### src/rtl/bin2bcd_pkg.sv
// ----------------------------------------------------------------------------
// bin2bcd_pkg
// Shared definitions for the sequential binary-to-BCD converter:
//   state_t      - converter FSM states (IDLE, SHIFT, DONE)
//   WIDTH_DEF    - default binary input width
//   DIGITS_DEF   - default number of BCD output digits
//   MAX_VAL      - largest value representable in DIGITS_DEF digits (9999)
//   BLANK_DIGIT  - per-digit code the display driver renders as blank
//   add3_adjust  - double-dabble digit correction (add 3 when >= 5)
// ----------------------------------------------------------------------------
package bin2bcd_pkg;

    typedef enum logic [1:0] {
        IDLE  = 2'd0,
        SHIFT = 2'd1,
        DONE  = 2'd2
    } state_t;

    localparam int WIDTH_DEF  = 14;
    localparam int DIGITS_DEF = 4;
    localparam int MAX_VAL    = 9999;

    localparam logic [3:0] BLANK_DIGIT = 4'hF;

    // A digit >= 5 would become >= 10 after the next doubling, so it is
    // pre-corrected by 3 so that the carry lands in the next digit.
    function automatic logic [3:0] add3_adjust(input logic [3:0] digit);
        return (digit >= 4'd5) ? digit + 4'd3 : digit;
    endfunction

endpackage

### src/rtl/bcd_digit_adj.sv
// ----------------------------------------------------------------------------
// bcd_digit_adj
// Combinational correction for one BCD digit of the double-dabble scratch
// register: adds 3 when the digit is 5 or more, passes it through otherwise.
// Ports:
//   digit    - 4-bit scratch digit before the shift step
//   adjusted - 4-bit corrected digit
// ----------------------------------------------------------------------------
module bcd_digit_adj
    import bin2bcd_pkg::*;
(
    input  logic [3:0] digit,
    output logic [3:0] adjusted
);

    assign adjusted = add3_adjust(digit);

endmodule

### src/rtl/bin_to_bcd_seq.sv
// ----------------------------------------------------------------------------
// bin_to_bcd_seq
// Sequential shift-add-3 (double-dabble) binary-to-BCD converter, one input
// bit per clock. A conversion takes WIDTH+1 cycles from the accepting edge
// to the done pulse; holding start high gives back-to-back conversions.
//
// Ports:
//   tg     - clock, all state changes on its rising edge
//   rst_n  - synchronous active-low reset
//   start  - conversion request, accepted in IDLE or DONE only
//   bin    - binary value, captured when start is accepted
//   busy   - high while a conversion is in progress
//   done   - one-cycle pulse when bcd/ovf are updated
//   bcd    - packed BCD digits, [3:0] units upward
//   ovf    - captured value exceeded MAX_VAL (valid with done, then held)
//
// Configuration macro BIN2BCD_SAT_EN:
//   defined   - inputs above MAX_VAL are clamped at capture; bcd shows 9999
//   undefined - inputs above MAX_VAL convert normally, bcd shows all blank
//               digits (BLANK_DIGIT) for the display driver
//   ovf is raised in both builds; latency is the same.
// ----------------------------------------------------------------------------
module bin_to_bcd_seq
    import bin2bcd_pkg::*;
#(
    parameter int WIDTH  = WIDTH_DEF,
    parameter int DIGITS = DIGITS_DEF
) (
    input  logic                tg,
    input  logic                rst_n,
    input  logic                start,
    input  logic [WIDTH-1:0]    bin,
    output logic                busy,
    output logic                done,
    output logic [4*DIGITS-1:0] bcd,
    output logic                ovf
);

    // One spare digit above the output digits keeps the carry of any
    // WIDTH-bit input; the low WIDTH bits hold the not-yet-shifted input.
    localparam int NDIG  = DIGITS + 1;
    localparam int SCR_W = WIDTH + 4 * NDIG;
    localparam int CNT_W = $clog2(WIDTH + 1);

    state_t             state;
    state_t             state_next;
    logic               accept;
    logic               last_step;
    logic               over_max;
    logic               ovf_pend;
    logic [WIDTH-1:0]   bin_cap;
    logic [SCR_W-1:0]   scratch;
    logic [SCR_W-1:0]   scratch_adj;
    logic [CNT_W-1:0]   step_cnt;
    logic               unused_adj_msb;

    // ---------------- digit correction ahead of each shift ------------------
    assign scratch_adj[WIDTH-1:0] = scratch[WIDTH-1:0];

    for (genvar i = 0; i < NDIG; i++) begin : g_adj
        bcd_digit_adj u_adj (
            .digit    (scratch[WIDTH + 4*i +: 4]),
            .adjusted (scratch_adj[WIDTH + 4*i +: 4])
        );
    end

    // The top bit is shifted out on every step and never reaches a digit.
    assign unused_adj_msb = scratch_adj[SCR_W-1];

    // ---------------- capture path -----------------------------------------
    assign over_max = (32'(bin) > MAX_VAL);

`ifdef BIN2BCD_SAT_EN
    assign bin_cap = over_max ? WIDTH'(MAX_VAL) : bin;
`else
    assign bin_cap = bin;
`endif

    assign last_step = (step_cnt == CNT_W'(WIDTH - 1));

    // ---------------- FSM ---------------------------------------------------
    always_ff @(posedge tg) begin
        if (!rst_n) begin
            state <= IDLE;
        end else begin
            state <= state_next;
        end
    end

    always_comb begin
        // NOTE: every output of this block gets a default first, so no path
        // leaves a variable unassigned and no latch is inferred.
        state_next = state;
        accept     = 1'b0;
        case (state)
            IDLE: begin
                if (start) begin
                    accept     = 1'b1;
                    state_next = SHIFT;
                end
            end
            SHIFT: begin
                // start is deliberately not looked at here: requests made
                // mid-conversion are dropped, not queued.
                if (last_step) begin
                    state_next = DONE;
                end
            end
            DONE: begin
                if (start) begin
                    accept     = 1'b1;
                    state_next = SHIFT;
                end else begin
                    state_next = IDLE;
                end
            end
            default: state_next = IDLE;
        endcase
    end

    // ---------------- datapath and registered outputs ----------------------
    always_ff @(posedge tg) begin
        // NOTE: non-blocking assignments throughout, so every register here
        // sees the pre-edge values of the others regardless of statement order.
        if (!rst_n) begin
            scratch  <= '0;
            step_cnt <= '0;
            ovf_pend <= 1'b0;
            busy     <= 1'b0;
            done     <= 1'b0;
            bcd      <= '0;
            ovf      <= 1'b0;
        end else begin
            done <= 1'b0;

            if (state == DONE) begin
                done <= 1'b1;
                busy <= 1'b0;
                ovf  <= ovf_pend;
`ifdef BIN2BCD_SAT_EN
                bcd  <= scratch[WIDTH +: 4*DIGITS];
`else
                bcd  <= ovf_pend ? {DIGITS{BLANK_DIGIT}}
                                 : scratch[WIDTH +: 4*DIGITS];
`endif
            end

            // Placed after the DONE block so a back-to-back accept keeps
            // busy high across the done edge.
            if (accept) begin
                scratch  <= {{(4*NDIG){1'b0}}, bin_cap};
                step_cnt <= '0;
                ovf_pend <= over_max;
                busy     <= 1'b1;
            end else if (state == SHIFT) begin
                scratch  <= {scratch_adj[SCR_W-2:0], 1'b0};
                step_cnt <= step_cnt + CNT_W'(1);
            end
        end
    end

endmodule
### config.mk
export PLATFORM = sky130hd
export DESIGN_NAME = bin_to_bcd_seq
export DESIGN_NICKNAME = d
export VERILOG_FILES = /design/src/rtl/bin2bcd_pkg.sv /design/src/rtl/bcd_digit_adj.sv /design/src/rtl/bin_to_bcd_seq.sv
export SDC_FILE = /design/constraint.sdc
export NUM_CORES = 1
export LEC_CHECK = 0
export BUFFER_PORTS_ARGS = -buffer_cell sky130_fd_sc_hd__buf_2
export CORE_ASPECT_RATIO = 1.1
export CORE_MARGIN = 2
export CORE_UTILIZATION = 40
export CTS_CLUSTER_DIAMETER = 40
export DETAILED_ROUTE_END_ITERATION = 8
export PLACE_DENSITY_LB_ADDON = 0.2
export SYNTH_ARGS = -nofsm -noshare
export SYNTH_HDL_FRONTEND = slang
export SYNTH_SLANG_ARGS = --single-unit
### constraint.sdc
create_clock -name tg -period 1.7 [get_ports tg]
set_input_delay 0.34 -clock tg [delete_from_list [all_inputs] [get_ports tg]]
set_output_delay 0.34 -clock tg [all_outputs]
set_load 0.05 [all_outputs]
==> flow_metrics.tcl, run 1 <==
set metrics [dict create \
    die_h_um 88.0 \
    ant_nets 0 \
    crit_family "simple AND/OR/NAND/NOR gates" \
    synth_top_family_by_area "simple AND/OR/NAND/NOR gates" \
    synth-seq-cells 56 \
    synth-xor-area-share 0.0205 \
    slew_headroom 0.782 \
    power.internal_uw 2030 \
    crit_buf_inv 1 \
    synth_top_area_cell "dfxtp_1" \
    arrival_ps 1750 \
    slew_violations 0 \
    die_w_um 80.4 \
    drive_gt1_frac 0.182 \
    hpwl_mm 3.66 \
    cp-startpoint "scratch[14]$_SDFFE_PP0N_" \
    synth_top_area_share 0.437 \
    worst_setup_path_end_kind "register" \
    cts_setup_buffers 0 \
    synth_compound_area_frac 0.124 \
    clkPwrFrac 0.382 \
    num_antenna_cells 0 \
    grt_pass1_vias 2029 \
    power.net_switching_uw 592 \
    final_cell_mix "54 x dfxtp_1, 36 x nand2_1, 35 x buf_2" \
    p_sw_frac 0.226 \
    cts_max_level 2 \
    critPathKind "register to register" \
    p_seq_frac 0.523 \
    finClkSkew_ps 8.77 \
    r2r_setup_slack_ps 160 \
    core_mm2 0.00619 \
    power.density_mw_per_mm2 879 \
    grt_pass1_wl_mm 9.23 \
    synth_cell_types 33 \
    timing.rr.start "scratch[14]$_SDFFE_PP0N_" \
    vias 2176 \
    syn_nets 329 \
    yosysWarnings 0 \
    crit_cells 6 \
    row_count 30 \
    p_leak_uw 0.00129 \
    clk_latency_ps 310 \
    clock.fmax_mhz 648 \
    startpoint_type "register" \
    track_usage 0.164 \
    cts_root_buffer "clkbuf_8" \
    final_common_cell "dfxtp_1" \
    finalSetupViolCount 0 \
    syn2layout_area_growth_pct 16.1 \
    synthCells 302 \
    r2r-end "scratch[15]$_SDFFE_PP0N_" \
    grt_max_degree 30 \
    ir_worst_vdd_v 0.000540 \
    tritoncts "built" \
    first_iter_violations 118 \
    fillerInstances 632 \
    nets 362 \
    path_clk_slew_ps 100 \
    firstDrtPassIters 4 \
    required_ps 1900 \
    pre_cts_ws_ps 153 \
    wire_per_inst_um 12.8 \
    ys_top_cells_by_area "dfxtp_1 44%, nand2_1 5.3%, nand3_1 5.3%" \
    yosysSeqAreaShare 0.437 \
    critPathMaxFanout 7 \
    setup-tns-final_ps 0 \
    cts.path.max_buffers 2 \
    setup_slack_ps 156 \
    routed_wl_mm 5.32 \
    synthAdderAreaFrac 0.0488 \
    synth.avg_cell_area_um2 8.50 \
    ff2ff_path_depth 6 \
    avgViaCountPerCell 5.24 \
    final.period_utilization 0.908 \
    netlist_area_mm2 0.00257 \
    finalCriticalPeriod_ps 1540 \
    min_path_type "input pin to register" \
    status "complete, no violations" \
    finalHoldViolCount 0 \
    comb_power_share 0.095 \
    critPathSlowestCell "dfxtp_1" \
    dieArea_mm2 0.00707 \
    cpPeakStageDelay_ps 440 \
    rsz0062_at_grt "false" \
    io_buffers 35 \
    initial_utilization 0.414 \
    num_io_pins 36 \
    tightest_slew_ps 324 \
    path_cells "inv_1 > ha_1 > nand2b_1 > a21oi_1 > or4_1 > o311ai_0" \
    drc 0 \
    muxShareOfSynthArea 0.00390 \
    yosys.area_share.simple 0.307 \
    total_power_uw 2620 \
    crit_end "scratch[15]$_SDFFE_PP0N_" \
    grt_overflow 0 \
    clkSinkCount 56 \
    cap_violations 0 \
    gp_congestion 0.856 \
    antenna_found_initial 0 \
    cts_inserted_buffers 5 \
]
## synthesized netlist by cell type
library cell,n
nand3_1,27
dfxtp_1,56
nor2_1,28
and2_1,1
nand2_4,1
clkbuf_1,7
or4_1,8
a21boi_0,4
o21ai_0,8
nor3b_1,16
nor2b_1,1
and2b_1,1
o311ai_0,4
and2_0,1
a21oi_1,10
or2b_1,1
ha_1,10
nand4_1,9
buf_6,1
a32o_1,1
nor3_1,16
nand2_1,36
a211oi_1,1
mux2i_1,1
xor2_1,5
o32ai_1,3
buf_2,15
o211a_1,12
nand2b_4,1
xnor2_1,1
nor4_1,1
inv_1,10
nand2b_1,5
## metal layers
| metal | wire length (µm) | GRT usage | vias to the layer above |
|---|---|---|---|
| li1 | - | - | 1119 |
| met1 | 2550 | 0.207 | 1017 |
| met2 | 2530 | 0.281 | 33 |
| met3 | 172 | 0.0351 | 7 |
| met4 | 71 | 0.0478 | 0 |
| met5 | 0 | 0 | - |
## metrics by stage
| stage | util | hold slack (ps) | area, µm² | cells |
|---|---|---|---|---|
| after global placement | 0.460 | 454 | 2850 | 408 |
| after floorplan | - | 432 | 2570 | 302 |
| after detailed placement | 0.460 | 462 | 2850 | 408 |
| after global routing | 0.481 | 247 | 2980 | 415 |
| final | 0.481 | 260 | 2980 | 415 |
| after CTS | 0.481 | 256 | 2980 | 415 |
## kinds of logic (layout without fill, tap and decap cells)
kind of cell | count (synthesis) | in the layout
AO/OA/AOI/OAI | 43 | 43
XOR/XNOR | 6 | 6
adder cells (fa/ha/maj) | 10 | 10
buffers and inverters | 33 | 66
flip-flops | 56 | 56
multiplexers | 1 | 1
AND/OR/NAND/NOR | 153 | 153
## state kept, by name, summed over array words and instances (netlist names)
register,cells
bcd,16
done,1
scratch,30
ovf_pend,1
state,2
busy,1
ovf,1
step_cnt,4
## area by class of cell
| type | instances | area [µm²] | share of cell area |
|---|---|---|---|
| Timing Repair Buffer | 49 | 293 | 0.0982 |
| Clock inverter | 2 | 60.1 | 0.0202 |
| Inverter | 10 | 37.5 | 0.0126 |
| Clock buffer | 5 | 68.8 | 0.0231 |
| Tap cell | 80 | 100 | 0.0336 |
| Sequential cell | 56 | 1120 | 0.377 |
| Multi-Input combinational cell | 213 | 1300 | 0.435 |
## power groups by stage
stage                     clock, µW  combinational [µW]  sequential [µW]
after CTS                      1030                 253             1370
final                          1000                 249             1370
after global routing           1070                 279             1380
after global placement            0                 251             1400
after detailed placement          0                 251             1400
after floorplan                   0                 173             1400
## timing repair
| item | CTS | global route |
|---|---|---|
| resized for setup | 0 | 2 |
| hold buffers | 0 | 0 |
| endpoints found under the setup margin | 0 | 1 |
## worst reg2reg max path, cell delays in order (launching register included)
cell and delay, ps:
dfxtp_1 440, inv_1 70, ha_1 220, nand2b_1 70, a21oi_1 120, or4_1 410, o311ai_0 110
## worst min-delay path by stage
stage	start	to	slack, ps	cells after the start
CTS	bin[3]	scratch[3]$_SDFFE_PN0P_	260	2
global placement	scratch[13]$_SDFFE_PN0P_	scratch[14]$_SDFFE_PP0N_	450	2
global route	bin[3]	scratch[3]$_SDFFE_PN0P_	250	2
finish	bin[3]	scratch[3]$_SDFFE_PN0P_	260	2
floorplan	scratch[13]$_SDFFE_PN0P_	scratch[14]$_SDFFE_PP0N_	430	2
detailed placement	scratch[13]$_SDFFE_PN0P_	scratch[14]$_SDFFE_PP0N_	460	2
Power figures use the tool's default switching activity.
==> run 2: changes to the inputs <==
--- a/config.mk
+++ b/config.mk
@@ -12,6 +12,8 @@
 export CTS_CLUSTER_DIAMETER = 40
 export DETAILED_ROUTE_END_ITERATION = 8
 export PLACE_DENSITY_LB_ADDON = 0.2
+export RECOVER_POWER = 50
 export SYNTH_ARGS = -nofsm -noshare
 export SYNTH_HDL_FRONTEND = slang
+export SYNTH_HIERARCHICAL = 1
 export SYNTH_SLANG_ARGS = --single-unit
==> flow_metrics.tcl, run 2 <==
set metrics [dict create \
    antenna_found_initial 0 \
    cts_inserted_buffers 5 \
    track_usage 0.152 \
    cts.path.max_buffers 2 \
    cap_violations 0 \
    grtUsageMet3 0.0340 \
    hpwl_mm 3.42 \
    path_clk_slew_ps 100 \
    row_count 30 \
    netlist_area_mm2 0.00254 \
    cts_max_level 2 \
    core_mm2 0.00616 \
    synthCells 307 \
    pre_cts_ws_ps 266 \
    grt_overflow 0 \
    clk_latency_ps 300 \
    grt_pass1_vias 1879 \
    r2r-end "scratch[3]$_SDFFE_PN0P_" \
    ant_nets 0 \
    die_h_um 87.6 \
    grtUsageMet1 0.194 \
    cts_setup_buffers 0 \
    slew_headroom 0.547 \
    grt_pass1_wl_mm 8.49 \
    avgViaCountPerCell 4.95 \
    finalSetupViolCount 0 \
    firstDrtPassIters 4 \
    holdPathEnd "scratch[0]$_SDFFE_PN0P_" \
    vias 2093 \
    final_cell_mix "76 x nand2_1, 56 x dfxtp_1, 24 x nor2_1" \
    ff2ff_path_depth 4 \
    grt_use_met2 0.258 \
    ctsHoldBuffers 0 \
    slew_violations 0 \
    finalHoldViolCount 0 \
    clock.fmax_mhz 674 \
    whs_ps 264 \
    initial_utilization 0.412 \
    cts_root_buffer "clkbuf_8" \
    syn2layout_area_growth_pct 11.2 \
    ir_worst_vdd_v 0.000518 \
    critPathKind "register to register" \
    r2r_setup_slack_ps 220 \
    status "complete, no violations" \
    min_path_cells 3 \
    rsz0062_at_grt "false" \
    grt_busiest_layer "met2" \
    grt_max_degree 20 \
    clkSinkCount 56 \
    nets 369 \
    dieArea_mm2 0.00700 \
    critPathMaxFanout 15 \
    top_register "scratch" \
    num_io_pins 36 \
    finalCriticalPeriod_ps 1480 \
    num_antenna_cells 0 \
    worst_setup_path_end_kind "register" \
    largest_reg_flops 30 \
    timing.rr.start "state[0]$_SDFFE_PN0P_" \
    routed_wl_mm 5.01 \
    largestRegisters "scratch (30), bcd (16), step_cnt (4)" \
    finClkSkew_ps 10.4 \
    cts_resized 0 \
    required_ps 1930 \
    p_leak_uw 0.00104 \
    power.density_mw_per_mm2 816 \
    synth.avg_cell_area_um2 8.27 \
    arrival_ps 1720 \
    drive_gt1_frac 0.120 \
    tritoncts "built" \
    die_w_um 80.0 \
    yosysWarnings 6 \
    min_path_type "input pin to register" \
    first_iter_violations 65 \
    tightest_slew_ps 679 \
    gp_congestion 0.718 \
    syn_nets 334 \
    wire_per_inst_um 11.8 \
    setup-tns-final_ps 0 \
    setup_slack_ps 216 \
    io_buffers 35 \
    startpoint_type "register" \
    final.period_utilization 0.873 \
    hp-start "bin[0]" \
    final_common_cell "nand2_1" \
    drc 0 \
]
run 2: cell type report:
cell class,count,area [µm²]
clock buffers,7,76.3
clock inverters,1,8.76
fillers,648,3330
inverters,10,37.5
multi-input cells,222,1250
flip-flops and latches,56,1120
well taps,80,100
repair buffers,47,225
run 2: how the worst max path moves through the flow:
| stage | slack, ps | cells past startpoint | start | endpoint |
|---|---|---|---|---|
| after floorplan | 390 | 7 | scratch[23]$_SDFFE_PP0N_ | scratch[24]$_SDFFE_PP0N_ |
| after global placement | 280 | 4 | bin[7] | ovf_pend$_SDFFE_PN0P_ |
| after detailed placement | 270 | 7 | scratch[19]$_SDFFE_PP0N_ | scratch[20]$_SDFFE_PP0N_ |
| after CTS | 240 | 7 | scratch[19]$_SDFFE_PP0N_ | scratch[20]$_SDFFE_PP0N_ |
| after global routing | 60 | 4 | state[0]$_SDFFE_PN0P_ | scratch[7]$_SDFFE_PN0P_ |
| final | 220 | 4 | state[0]$_SDFFE_PN0P_ | scratch[3]$_SDFFE_PN0P_ |
run 2: metrics by stage:
stage / cells / utilization / total power (µW) / area [µm²]
floorplan: 307 / - / 1580 / 2540
global placement: 415 / 0.451 / 1640 / 2780
detailed placement: 415 / 0.451 / 1640 / 2780
CTS: 423 / 0.465 / 2350 / 2860
global route: 423 / 0.459 / 2420 / 2820
finish: 423 / 0.459 / 2300 / 2820
run 2: power breakdown:
| part | internal (µW) | leakage [µW] | total (µW) | switching [µW] |
|---|---|---|---|---|
| combinational | 79.0 | 0.000543 | 223 | 144 |
| sequential | 1350 | 0.000455 | 1380 | 25.4 |
| clock | 296 | 0.0000424 | 707 | 411 |
| total | 1720 | 0.00104 | 2300 | 580 |
run 2: routing by layer:
metal	part of all wire	vias to the layer above	wire [µm]
met3	0.033	2	164
met2	0.47	30	2340
met1	0.49	957	2480
met4	0.0066	0	33
li1	-	1104	-
met5	0	-	0
run 2: worst max-delay path, cell delays in order (launching register included):
cell and delay (ps):
dfxtp_1 410, nor2b_2 180, clkbuf_1 510, nand2_1 120
a31oi_1 190
==> run 3: changes to the inputs <==
==> constraint.sdc (replaced) <==
create_clock -name tg -period 1.9 [get_ports tg]
set_input_delay 0.38 -clock tg [delete_from_list [all_inputs] [get_ports tg]]
set_output_delay 0.38 -clock tg [all_outputs]
set_load 0.05 [all_outputs]
==> flow_metrics.tcl, run 3 (synthesized netlist as in run 2, its figures left out) <==
set metrics [dict create \
    cap_violations 0 \
    status "complete, no violations" \
    ir_worst_vdd_v 0.000418 \
    ctsHoldBuffers 0 \
    nets 365 \
    cts.path.max_buffers 2 \
    slew_headroom 0.503 \
    track_usage 0.153 \
    tightest_slew_ps 746 \
    grt_pass1_vias 1856 \
    final.period_utilization 0.808 \
    dieArea_mm2 0.00700 \
    num_io_pins 36 \
    initial_utilization 0.412 \
    crit_family "buffers and inverters" \
    final_util 0.455 \
    arrival_ps 1160 \
    cpPeakStageDelay_ps 480 \
    die_w_um 80.0 \
    die_h_um 87.6 \
    grt_max_degree 28 \
    min_path_type "input pin to register" \
    comb_power_share 0.091 \
    setup-tns-final_ps 0 \
    final_common_cell "nand2_1" \
    firstDrtPassIters 4 \
    vias 2047 \
    critPathMaxFanout 2 \
    critPathKind "register to output port" \
    fillerInstances 636 \
    slew_violations 0 \
    worst_setup_path_end_kind "output port" \
    top_register "scratch" \
    finClkSkew_ps 13.2 \
    cts_resized 0 \
    grt_overflow 0 \
    largest_reg_flops 30 \
    row_count 30 \
    antenna_found_initial 0 \
    drc 0 \
    core_mm2 0.00616 \
    critPathSlowestCell "clkbuf_1" \
    syn2layout_area_growth_pct 10.3 \
    cts_root_buffer "clkbuf_8" \
    first_iter_violations 117 \
    finalHoldViolCount 0 \
    ant_nets 0 \
    rsz0062_at_grt "false" \
    largestRegisters "scratch (30), bcd (16), step_cnt (4)" \
    cts_max_level 2 \
    p_leak_uw 0.00103 \
    power.density_mw_per_mm2 742 \
    wire_per_inst_um 11.8 \
    io_buffers 35 \
    clk_latency_ps 310 \
    p_sw_frac 0.259 \
    cts_inserted_buffers 5 \
    num_antenna_cells 0 \
    tritoncts "built" \
    power.internal_uw 1540 \
    path_cells "clkbuf_1" \
    drive_gt1_frac 0.115 \
    clkSinkCount 56 \
    p_seq_frac 0.595 \
    cts_setup_buffers 0 \
    gp_congestion 0.797 \
    clock.fmax_mhz 651 \
    hpwl_mm 3.38 \
    final_cell_mix "76 x nand2_1, 56 x dfxtp_1, 24 x nor2_1" \
    startpoint_type "register" \
    routed_wl_mm 4.97 \
    finalSetupViolCount 0 \
    required_ps 1520 \
    finalCriticalPeriod_ps 1540 \
    crit_buf_inv 1 \
    path_clk_slew_ps 100 \
    clkPwrFrac 0.315 \
    grt_pass1_wl_mm 8.56 \
    avgViaCountPerCell 4.89 \
    power.net_switching_uw 538 \
]
[run 3: cell types whose count changed in the layout (fill, tap and decap cells not counted), sizes merged]
cell | previous run | this run
buf | 25 | 23
clkbuf | 29 | 26
inv | 10 | 11
[run 3: final timing paths]
path                                 from  slack (ps)  cells after the start                  endpoint
setup / recovery      bcd[2]$_SDFFE_PN0N_         360                      1                    bcd[2]
hold / removal                     bin[0]         300                      3   scratch[0]$_SDFFE_PN0P_
setup reg to reg    state[0]$_SDFFE_PN0P_         390                      4  step_cnt[0]$_SDFFE_PP0N_
hold reg to reg   scratch[0]$_SDFFE_PN0P_         460                      2   scratch[0]$_SDFFE_PN0P_
[run 3: stage by stage]
stage | std cells | area (µm²) | worst slack (ps) | power (µW) | hold WS (ps)
after floorplan | 307 | 2540 | 589 | 1410 | 430
after global placement | 411 | 2750 | 466 | 1460 | 440
after global routing | 419 | 2800 | 241 | 2180 | 303
final | 419 | 2800 | 364 | 2080 | 298
after detailed placement | 411 | 2750 | 452 | 1460 | 445
after CTS | 419 | 2830 | 425 | 2110 | 289
[run 3: cell type report]
cell class,count,area (µm²),area share
clock buffers,6,72.6,0.0259
inverters,10,37.5,0.0134
flip-flops and latches,56,1120,0.401
repair buffers,43,203,0.0724
well taps,80,100,0.0358
clock inverters,2,13.8,0.00492
multi-input cells,222,1250,0.447
[run 3: power by group through the flow]
stage          Clock (µW)  Combinational, µW  Sequential (µW)
2_1_floorplan           0                152             1260
3_3_place_gp            0                193             1260
3_5_place_dp            0                195             1260
4_1_cts               679                195             1240
5_1_grt               719                216             1240
6_report              653                188             1240
[run 3: per-layer routing]
metal | global-route usage | wire length, µm | vias up | share of wire
met2 | 0.244 | 2180 | 25 | 0.44
met5 | 0 | 0 | - | 0
li1 | - | - | 1096 | -
met4 | 0.0416 | 52 | 0 | 0.010
met1 | 0.210 | 2570 | 921 | 0.52
met3 | 0.0340 | 163 | 5 | 0.033
